[src/rtl/shr_pkg.sv]
// Shared definitions for the shr-bus PSRAM controller: bus widths, FSM
// state encodings and CE# low-time cap. Page-mode states exist only when
// SHR_PSRAM_PAGE_EN is defined.
package shr_pkg;

    localparam int unsigned SHR_ADR_W   = 23;
    localparam int unsigned SHR_DAT_W   = 16;

    // Nexys2 system clock; CE# may stay low for at most 4 us.
    localparam int unsigned SYS_CLK_MHZ   = 50;
    localparam int unsigned CE_MAX_CLOCKS = 4 * SYS_CLK_MHZ;
    localparam int unsigned CE_CAP_W      = $clog2(CE_MAX_CLOCKS + 1);

    // Access / recovery / page wait counter width (values up to 15).
    localparam int unsigned WAIT_CTR_W  = 4;

    typedef enum logic [2:0] {
        ST_IDLE  = 3'd0,
        ST_RD    = 3'd1,
        ST_WR    = 3'd2,
        ST_WHOLD = 3'd3,
        ST_ACK   = 3'd4,
        ST_RECOV = 3'd5
`ifdef SHR_PSRAM_PAGE_EN
        ,
        ST_PAGE  = 3'd6,
        ST_PRD   = 3'd7
`endif
    } shr_state_t;

endpackage

[src/rtl/shr_wait_ctr.sv]
// Loadable down-counter with a zero flag; stops at zero.
// Used for access wait, recovery and CE# low-time cap timing.
module shr_wait_ctr #(
    parameter int unsigned W = 4
) (
    input  logic         i_clk,
    input  logic         i_rst,
    input  logic         i_load,
    input  logic [W-1:0] i_val,
    input  logic         i_dec,
    output logic         o_zero
);

    logic [W-1:0] r_cnt;

    // Load has priority over decrement; decrement saturates at zero.
    always_ff @(posedge i_clk) begin
        if (i_rst) begin
            r_cnt <= '0;
        end else if (i_load) begin
            r_cnt <= i_val;
        end else if (i_dec && (r_cnt != '0)) begin
            r_cnt <= r_cnt - W'(1);
        end
    end

    assign o_zero = (r_cnt == '0);

endmodule

[src/rtl/shr_psram_ctl.sv]
// shr-bus slave that turns each strobed cycle into one asynchronous
// access to the Nexys2 cellular RAM and acks once RAM timing is met.
// Optional page-mode reads are enabled by defining SHR_PSRAM_PAGE_EN.
module shr_psram_ctl
    import shr_pkg::*;
#(
    parameter int unsigned WAIT_CYCLES    = 4,
    parameter int unsigned RECOVER_CYCLES = 1,
    parameter int unsigned PAGE_WAIT      = 2
) (
    input  logic                 sys_clk_i,
    input  logic                 sys_res_i,
    input  logic [SHR_ADR_W-1:0] shr_adr_i,
    input  logic [SHR_DAT_W-1:0] shr_dat_i,
    output logic [SHR_DAT_W-1:0] shr_dat_o,
    input  logic [1:0]           shr_sel_i,
    input  logic                 shr_we_i,
    input  logic                 shr_cyc_i,
    input  logic                 shr_stb_i,
    output logic                 shr_ack_o,
    output logic [SHR_ADR_W-1:0] ram_adr_o,
    input  logic [SHR_DAT_W-1:0] ram_dq_i,
    output logic [SHR_DAT_W-1:0] ram_dq_o,
    output logic                 ram_dq_oe,
    output logic                 ram_ce_n,
    output logic                 ram_oe_n,
    output logic                 ram_we_n,
    output logic                 ram_ub_n,
    output logic                 ram_lb_n,
    output logic                 ram_adv_n,
    output logic                 ram_clk,
    output logic                 ram_cre
);

    generate
        if ((WAIT_CYCLES < 1) || (WAIT_CYCLES > 15) ||
            (RECOVER_CYCLES < 1) || (RECOVER_CYCLES > 3) ||
            (PAGE_WAIT < 1) || (PAGE_WAIT > 15)) begin : g_bad_param
            $error("shr_psram_ctl: timing parameter out of range");
        end
    endgenerate

    localparam logic [WAIT_CTR_W-1:0] WAIT_LD  = WAIT_CTR_W'(WAIT_CYCLES - 1);
    localparam logic [WAIT_CTR_W-1:0] RECOV_LD = WAIT_CTR_W'(RECOVER_CYCLES - 1);

    shr_state_t           r_state;
    logic [SHR_ADR_W-1:0] r_adr;
    logic [SHR_DAT_W-1:0] r_dat;
    logic [SHR_DAT_W-1:0] r_dq_o;
    logic                 r_dq_oe;
    logic                 r_ack;
    logic                 r_ce_n;
    logic                 r_oe_n;
    logic                 r_we_n;
    logic                 r_ub_n;
    logic                 r_lb_n;

    logic                  w_req;
    logic                  w_ld;
    logic [WAIT_CTR_W-1:0] w_ld_val;
    logic                  w_dec;
    logic                  w_zero;

    assign w_req = shr_cyc_i & shr_stb_i;

`ifdef SHR_PSRAM_PAGE_EN
    localparam logic [WAIT_CTR_W-1:0] PAGE_LD = WAIT_CTR_W'(PAGE_WAIT - 1);
    // Cap reload leaves room for one more page read before the 4 us limit.
    localparam logic [CE_CAP_W-1:0]   CAP_LD  = CE_CAP_W'(CE_MAX_CLOCKS - PAGE_WAIT - 1);

    logic r_is_rd;
    logic w_cap_zero;
    logic w_page_hit;
    logic w_page_close;

    // The ack cycle's stb belongs to the transfer just completed, so it is ignored.
    assign w_page_hit   = ~r_ack & w_req & ~shr_we_i & ~w_cap_zero &
                          (shr_adr_i[SHR_ADR_W-1:4] == r_adr[SHR_ADR_W-1:4]);
    assign w_page_close = ~w_page_hit &
                          (~shr_cyc_i | (w_req & ~r_ack) | w_cap_zero);

    shr_wait_ctr #(.W(CE_CAP_W)) u_ce_cap (
        .i_clk  (sys_clk_i),
        .i_rst  (sys_res_i),
        .i_load (r_state == ST_IDLE && w_req),
        .i_val  (CAP_LD),
        .i_dec  (~r_ce_n),
        .o_zero (w_cap_zero)
    );
`endif

    // Counter load/decrement requests for the current state.
    always_comb begin
        w_ld     = 1'b0;
        w_ld_val = '0;
        w_dec    = 1'b0;
        case (r_state)
            ST_IDLE: begin
                if (w_req) begin
                    w_ld     = 1'b1;
                    w_ld_val = WAIT_LD;
                end
            end
            ST_RD, ST_WR, ST_RECOV: w_dec = 1'b1;
            ST_ACK: begin
                w_ld     = 1'b1;
                w_ld_val = RECOV_LD;
            end
`ifdef SHR_PSRAM_PAGE_EN
            ST_PAGE: begin
                if (w_page_hit) begin
                    w_ld     = 1'b1;
                    w_ld_val = PAGE_LD;
                end else if (w_page_close) begin
                    w_ld     = 1'b1;
                    w_ld_val = RECOV_LD;
                end
            end
            ST_PRD: w_dec = 1'b1;
`endif
            default: ;
        endcase
    end

    shr_wait_ctr #(.W(WAIT_CTR_W)) u_wait (
        .i_clk  (sys_clk_i),
        .i_rst  (sys_res_i),
        .i_load (w_ld),
        .i_val  (w_ld_val),
        .i_dec  (w_dec),
        .o_zero (w_zero)
    );

    // Access sequencer: drives all RAM strobes and the bus ack from registers.
    always_ff @(posedge sys_clk_i) begin
        if (sys_res_i) begin
            r_state <= ST_IDLE;
            r_adr   <= '0;
            r_dat   <= '0;
            r_dq_o  <= '0;
            r_dq_oe <= 1'b0;
            r_ack   <= 1'b0;
            r_ce_n  <= 1'b1;
            r_oe_n  <= 1'b1;
            r_we_n  <= 1'b1;
            r_ub_n  <= 1'b1;
            r_lb_n  <= 1'b1;
`ifdef SHR_PSRAM_PAGE_EN
            r_is_rd <= 1'b0;
`endif
        end else begin
            r_ack <= 1'b0;
            case (r_state)
                ST_IDLE: begin
                    if (w_req) begin
                        r_adr  <= shr_adr_i;
                        r_ub_n <= ~shr_sel_i[1];
                        r_lb_n <= ~shr_sel_i[0];
                        r_dq_o <= shr_dat_i;
                        r_ce_n <= 1'b0;
`ifdef SHR_PSRAM_PAGE_EN
                        r_is_rd <= ~shr_we_i;
`endif
                        if (shr_we_i) begin
                            r_we_n  <= 1'b0;
                            r_dq_oe <= 1'b1;
                            r_state <= ST_WR;
                        end else begin
                            r_oe_n  <= 1'b0;
                            r_state <= ST_RD;
                        end
                    end
                end
                ST_RD: begin
                    if (w_zero) begin
                        r_dat   <= ram_dq_i;
`ifndef SHR_PSRAM_PAGE_EN
                        r_oe_n  <= 1'b1;
                        r_ce_n  <= 1'b1;
`endif
                        r_state <= ST_ACK;
                    end
                end
                ST_WR: begin
                    if (w_zero) begin
                        r_we_n  <= 1'b1;
                        r_state <= ST_WHOLD;
                    end
                end
                ST_WHOLD: begin
                    r_dq_oe <= 1'b0;
                    r_ce_n  <= 1'b1;
                    r_state <= ST_ACK;
                end
                ST_ACK: begin
                    r_ack   <= 1'b1;
`ifdef SHR_PSRAM_PAGE_EN
                    r_state <= r_is_rd ? ST_PAGE : ST_RECOV;
`else
                    r_state <= ST_RECOV;
`endif
                end
                ST_RECOV: begin
                    if (w_zero) begin
                        r_state <= ST_IDLE;
                    end
                end
`ifdef SHR_PSRAM_PAGE_EN
                ST_PAGE: begin
                    if (w_page_hit) begin
                        r_adr[3:0] <= shr_adr_i[3:0];
                        r_state    <= ST_PRD;
                    end else if (w_page_close) begin
                        r_ce_n  <= 1'b1;
                        r_oe_n  <= 1'b1;
                        r_state <= ST_RECOV;
                    end
                end
                ST_PRD: begin
                    if (w_zero) begin
                        r_dat   <= ram_dq_i;
                        r_ack   <= 1'b1;
                        r_state <= ST_PAGE;
                    end
                end
`endif
                default: r_state <= ST_IDLE;
            endcase
        end
    end

    assign shr_dat_o = r_dat;
    assign shr_ack_o = r_ack;
    assign ram_adr_o = r_adr;
    assign ram_dq_o  = r_dq_o;
    assign ram_dq_oe = r_dq_oe;
    assign ram_ce_n  = r_ce_n;
    assign ram_oe_n  = r_oe_n;
    assign ram_we_n  = r_we_n;
    assign ram_ub_n  = r_ub_n;
    assign ram_lb_n  = r_lb_n;
    assign ram_adv_n = 1'b0;
    assign ram_clk   = 1'b0;
    assign ram_cre   = 1'b0;

endmodule
[config.mk]
export PLATFORM = sky130hd
export DESIGN_NAME = shr_psram_ctl
export DESIGN_NICKNAME = d
export VERILOG_FILES = /design/src/rtl/shr_pkg.sv /design/src/rtl/shr_wait_ctr.sv /design/src/rtl/shr_psram_ctl.sv
export SDC_FILE = /design/constraint.sdc
export NUM_CORES = 1
export LEC_CHECK = 0
export CORE_MARGIN = 3
export CORE_UTILIZATION = 66
export CTS_CLUSTER_SIZE = 12
export DETAILED_ROUTE_END_ITERATION = 7
export DONT_BUFFER_PORTS = 1
export GPL_TIMING_DRIVEN = 1
export PLACE_DENSITY_LB_ADDON = 0.25
export SYNTH_ARGS = -nofsm -noshare
export SYNTH_HDL_FRONTEND = slang
export SYNTH_SLANG_ARGS = --single-unit
[constraint.sdc]
create_clock -name sys_clk_i -period 3.8 [get_ports sys_clk_i]
set_clock_uncertainty 0.2 [all_clocks]
set_input_delay 0.76 -clock sys_clk_i [delete_from_list [all_inputs] [get_ports sys_clk_i]]
set_output_delay 0.76 -clock sys_clk_i [all_outputs]
set_load 0.03 [all_outputs]
==> impl_metrics.ini <==
[die]
initial_utilization = 0.7012
die_area_um2 = 4770
rows = 22
coreArea_um2 = 3744
dieWidth_um = 69.07
die_h_um = 69.07
ioPinCount = 127

[place]
dpl_worst_slack_ps = 1163
io_buffer_count = 0
dp_hpwl_um = 3825
gp_congestion = 0.7965
placed_cells = 349

[worst_hold_path]
min-delay-start = sys_res_i
hp-class = in2reg
hold_path_end = ram_adr_o[17]
holdPathStages = 1

[clock_network]
clock_tree.root_cell = clkbuf_8
numClockSinks = 69
cts_tree = yes
cts_buffers = 9
post_cts_buffers = 0
clkTransAtPathRegs_ps = 70
cts_buffer_depth = 2
clk_latency_ps = 320
cts_resized = 0
h-tree-depth = 3
hold_buffers = 0

[routing]
final_antenna_net_count = 0
first_pass_iters = 5
wl_per_cell_um = 15.12
drt_iter0_drc = 91
via_per_inst = 5.723
drt_wl_total_um = 5517
num_vias = 2089
drc = 0

[critical_path]
path_delay_family = simple AND/OR/NAND/NOR gates
critical_path_class = reg2reg
critical_path_required_ps = 3850
critPathMaxFanout = 31
reg2reg_to = ram_dq_o[2]
critPathSlowestCell = or4_1
r2r-start = r_state[2]
end_kind = flip-flop
reg2reg_depth = 4
slowest_delay_ps = 880
cp.arrival_ps = 2460
r2r_slack_ps = 1390
path_buf_inv = 1
start_kind = flip-flop
cp_cell_sequence = or4_1 -> buf_4 -> nand2_1 -> a21oi_1

[power_and_ir_drop]
pwr_density_cell_nw_per_um2 = 732.7
p_leak_nw = 0.9993
clkPwrFrac = 0.296
vdd_drop_max_mv = 0.4171
pwr-share-seq = 0.528
switching_share = 0.3531
p_int_w = 0.001321
power.net_switching_w = 0.0007209
pwr-share-comb = 0.177

[layout]
stdcell_count = 365
diodes = 0
area_growth_pct = 6.149
final_layout_size_suffix_gt1_frac = 0.07256
utilization = 0.7443
n_fill_cell = 291
final_nets = 376

[grt]
use_met3 = 0.09038
antenna_found_initial = 0
grtUsageMet2 = 0.3400
grt_pass1_vias = 1818
top_usage_layer = met2
grt_overflow = 0
grt_pass1_wl_um = 8597
track_usage = 0.2206
grt_util_met1 = 0.2672
grt_max_degree = 69

[timing]
fin_setup_tns_ps = 0
tightestPinTransition_ps = 1021
max-slew-margin-rel = 0.3196
finalHoldViolCount = 0
hold-worst-slack_ps = 302.9
slew_viol_final = 0
final.setup.worst_slack_ps = 1390
fmax_ghz = 0.4150
grt_setup_unrepaired = no
setup_viol_count_final = 0
finalCritPeriodShare = 0.6341
fin_crit_ps = 2410

[run_status]
status = complete, no violations

[synth]
synth.yosys.seq_area_share = 0.5262
postSynthCellCount = 323
synth_edf_count = 0
synthTopCellsByArea = dfxtp_1 (53%), nand2_1 (17%), a21oi_1 (12%), clkbuf_1 (2.0%), buf_4 (1.1%)
async_reset_ff_frac = 0
synth_area_um2 = 2625
ys_seq_elements = 69
ys_types = 39
syn_avg_cell_area_um2 = 8.127
ys_warn_count = 0
netlist.top_cell.by_area = dfxtp_1
synth_ff_type = dfxtp_1
yosysTopAreaCellShare = 0.5262

[flow_run]
max_cap_violations = 0
[through the flow]
step	total power (W)	cell area [µm²]
global placement	0.001440	2575
detailed placement	0.001456	2575
CTS	0.002061	2786
global route	0.002158	2786
finish	0.002042	2786
floorplan	0.001424	2633
[synth_stat cells, drive strengths merged, types with 2 or more instances]
| cell type | number |
|---|---|
| nand2b | 2 |
| inv | 2 |
| dfxtp | 69 |
| a211o | 3 |
| nor4 | 2 |
| xor2 | 2 |
| nor2 | 7 |
| a2111oi | 2 |
| nand2 | 119 |
| clkbuf | 14 |
| o21ai | 2 |
| a21oi | 61 |
| nor3b | 2 |
| nor2b | 2 |
| nor3 | 4 |
| a21o | 2 |
| o211ai | 2 |
| buf | 12 |
| ha | 2 |
[cells in the final DEF (no fill, tap or decap), types with 2 or more instances in the layout]
master,count
xor2_1,2
a2111oi_0,2
nor2_1,7
buf_4,2
nand2b_1,2
o211ai_1,2
a21oi_1,61
nand2_1,118
dfxtp_1,69
conb_1,3
ha_1,2
nor3b_1,2
clkbuf_8,12
a21o_1,2
inv_1,2
nor3_1,3
a211o_1,3
nor2b_1,2
[cell type report]
class / instances / area [µm²] / share of cell area
sequential: 69 / 1381 / 0.4957
tap: 48 / 60.06 / 0.02155
inverter: 2 / 7.507 / 0.002694
clock inverter: 3 / 42.54 / 0.01527
clock buffer: 13 / 168.9 / 0.06062
multi-input combinational: 228 / 1111 / 0.3987
timing repair buffer: 2 / 15.01 / 0.005388
[cells by family after synthesis]
group                      Yosys count  share of synthesized area
AOI/OAI and AO/OA                   77                     0.1635
buffers and inverters               28                    0.05672
adders and majority gates            2                   0.009531
xor gates and xnor gates             2                   0.006674
and+or+nand+nor                    144                     0.2359
DFF                                 69                     0.5262
other                                1                   0.001429
[worst max path at each step]
stage                         end  slack (ps)  cells past startpoint       start
finish                ram_dq_o[2]        1390                      4  r_state[2]
global route         ram_adr_o[8]        1180                      4  r_state[2]
detailed placement    ram_dq_o[2]        1160                      5   shr_cyc_i
CTS                   ram_dq_o[2]        1400                      4  r_state[2]
floorplan                ram_oe_n        1690                      6   shr_cyc_i
global placement    ram_adr_o[10]        1220                      5   shr_cyc_i
[power by group through the flow]
stage | sequential [W] | clock, W | combinational (W)
finish | 0.00108 | 0.000604 | 0.000361
global route | 0.00109 | 0.000649 | 0.000420
CTS | 0.00108 | 0.000621 | 0.000362
detailed placement | 0.00109 | 0 | 0.000361
global placement | 0.00109 | 0 | 0.000348
floorplan | 0.00105 | 0 | 0.000374
[registers in the layout (all words and copies together) (netlist names), 3 cells and up]
register	cells
u_wait.r_cnt	4
ram_adr_o	23
r_state	3
ram_dq_o	16
shr_dat_o	16
[per-layer routing]
metal | routed length [µm] | share of wire
met5 | 0 | 0
met4 | 100 | 0.018
met3 | 622 | 0.11
met2 | 2588 | 0.47
met1 | 2205 | 0.40
(Power assumes the default switching activity.)
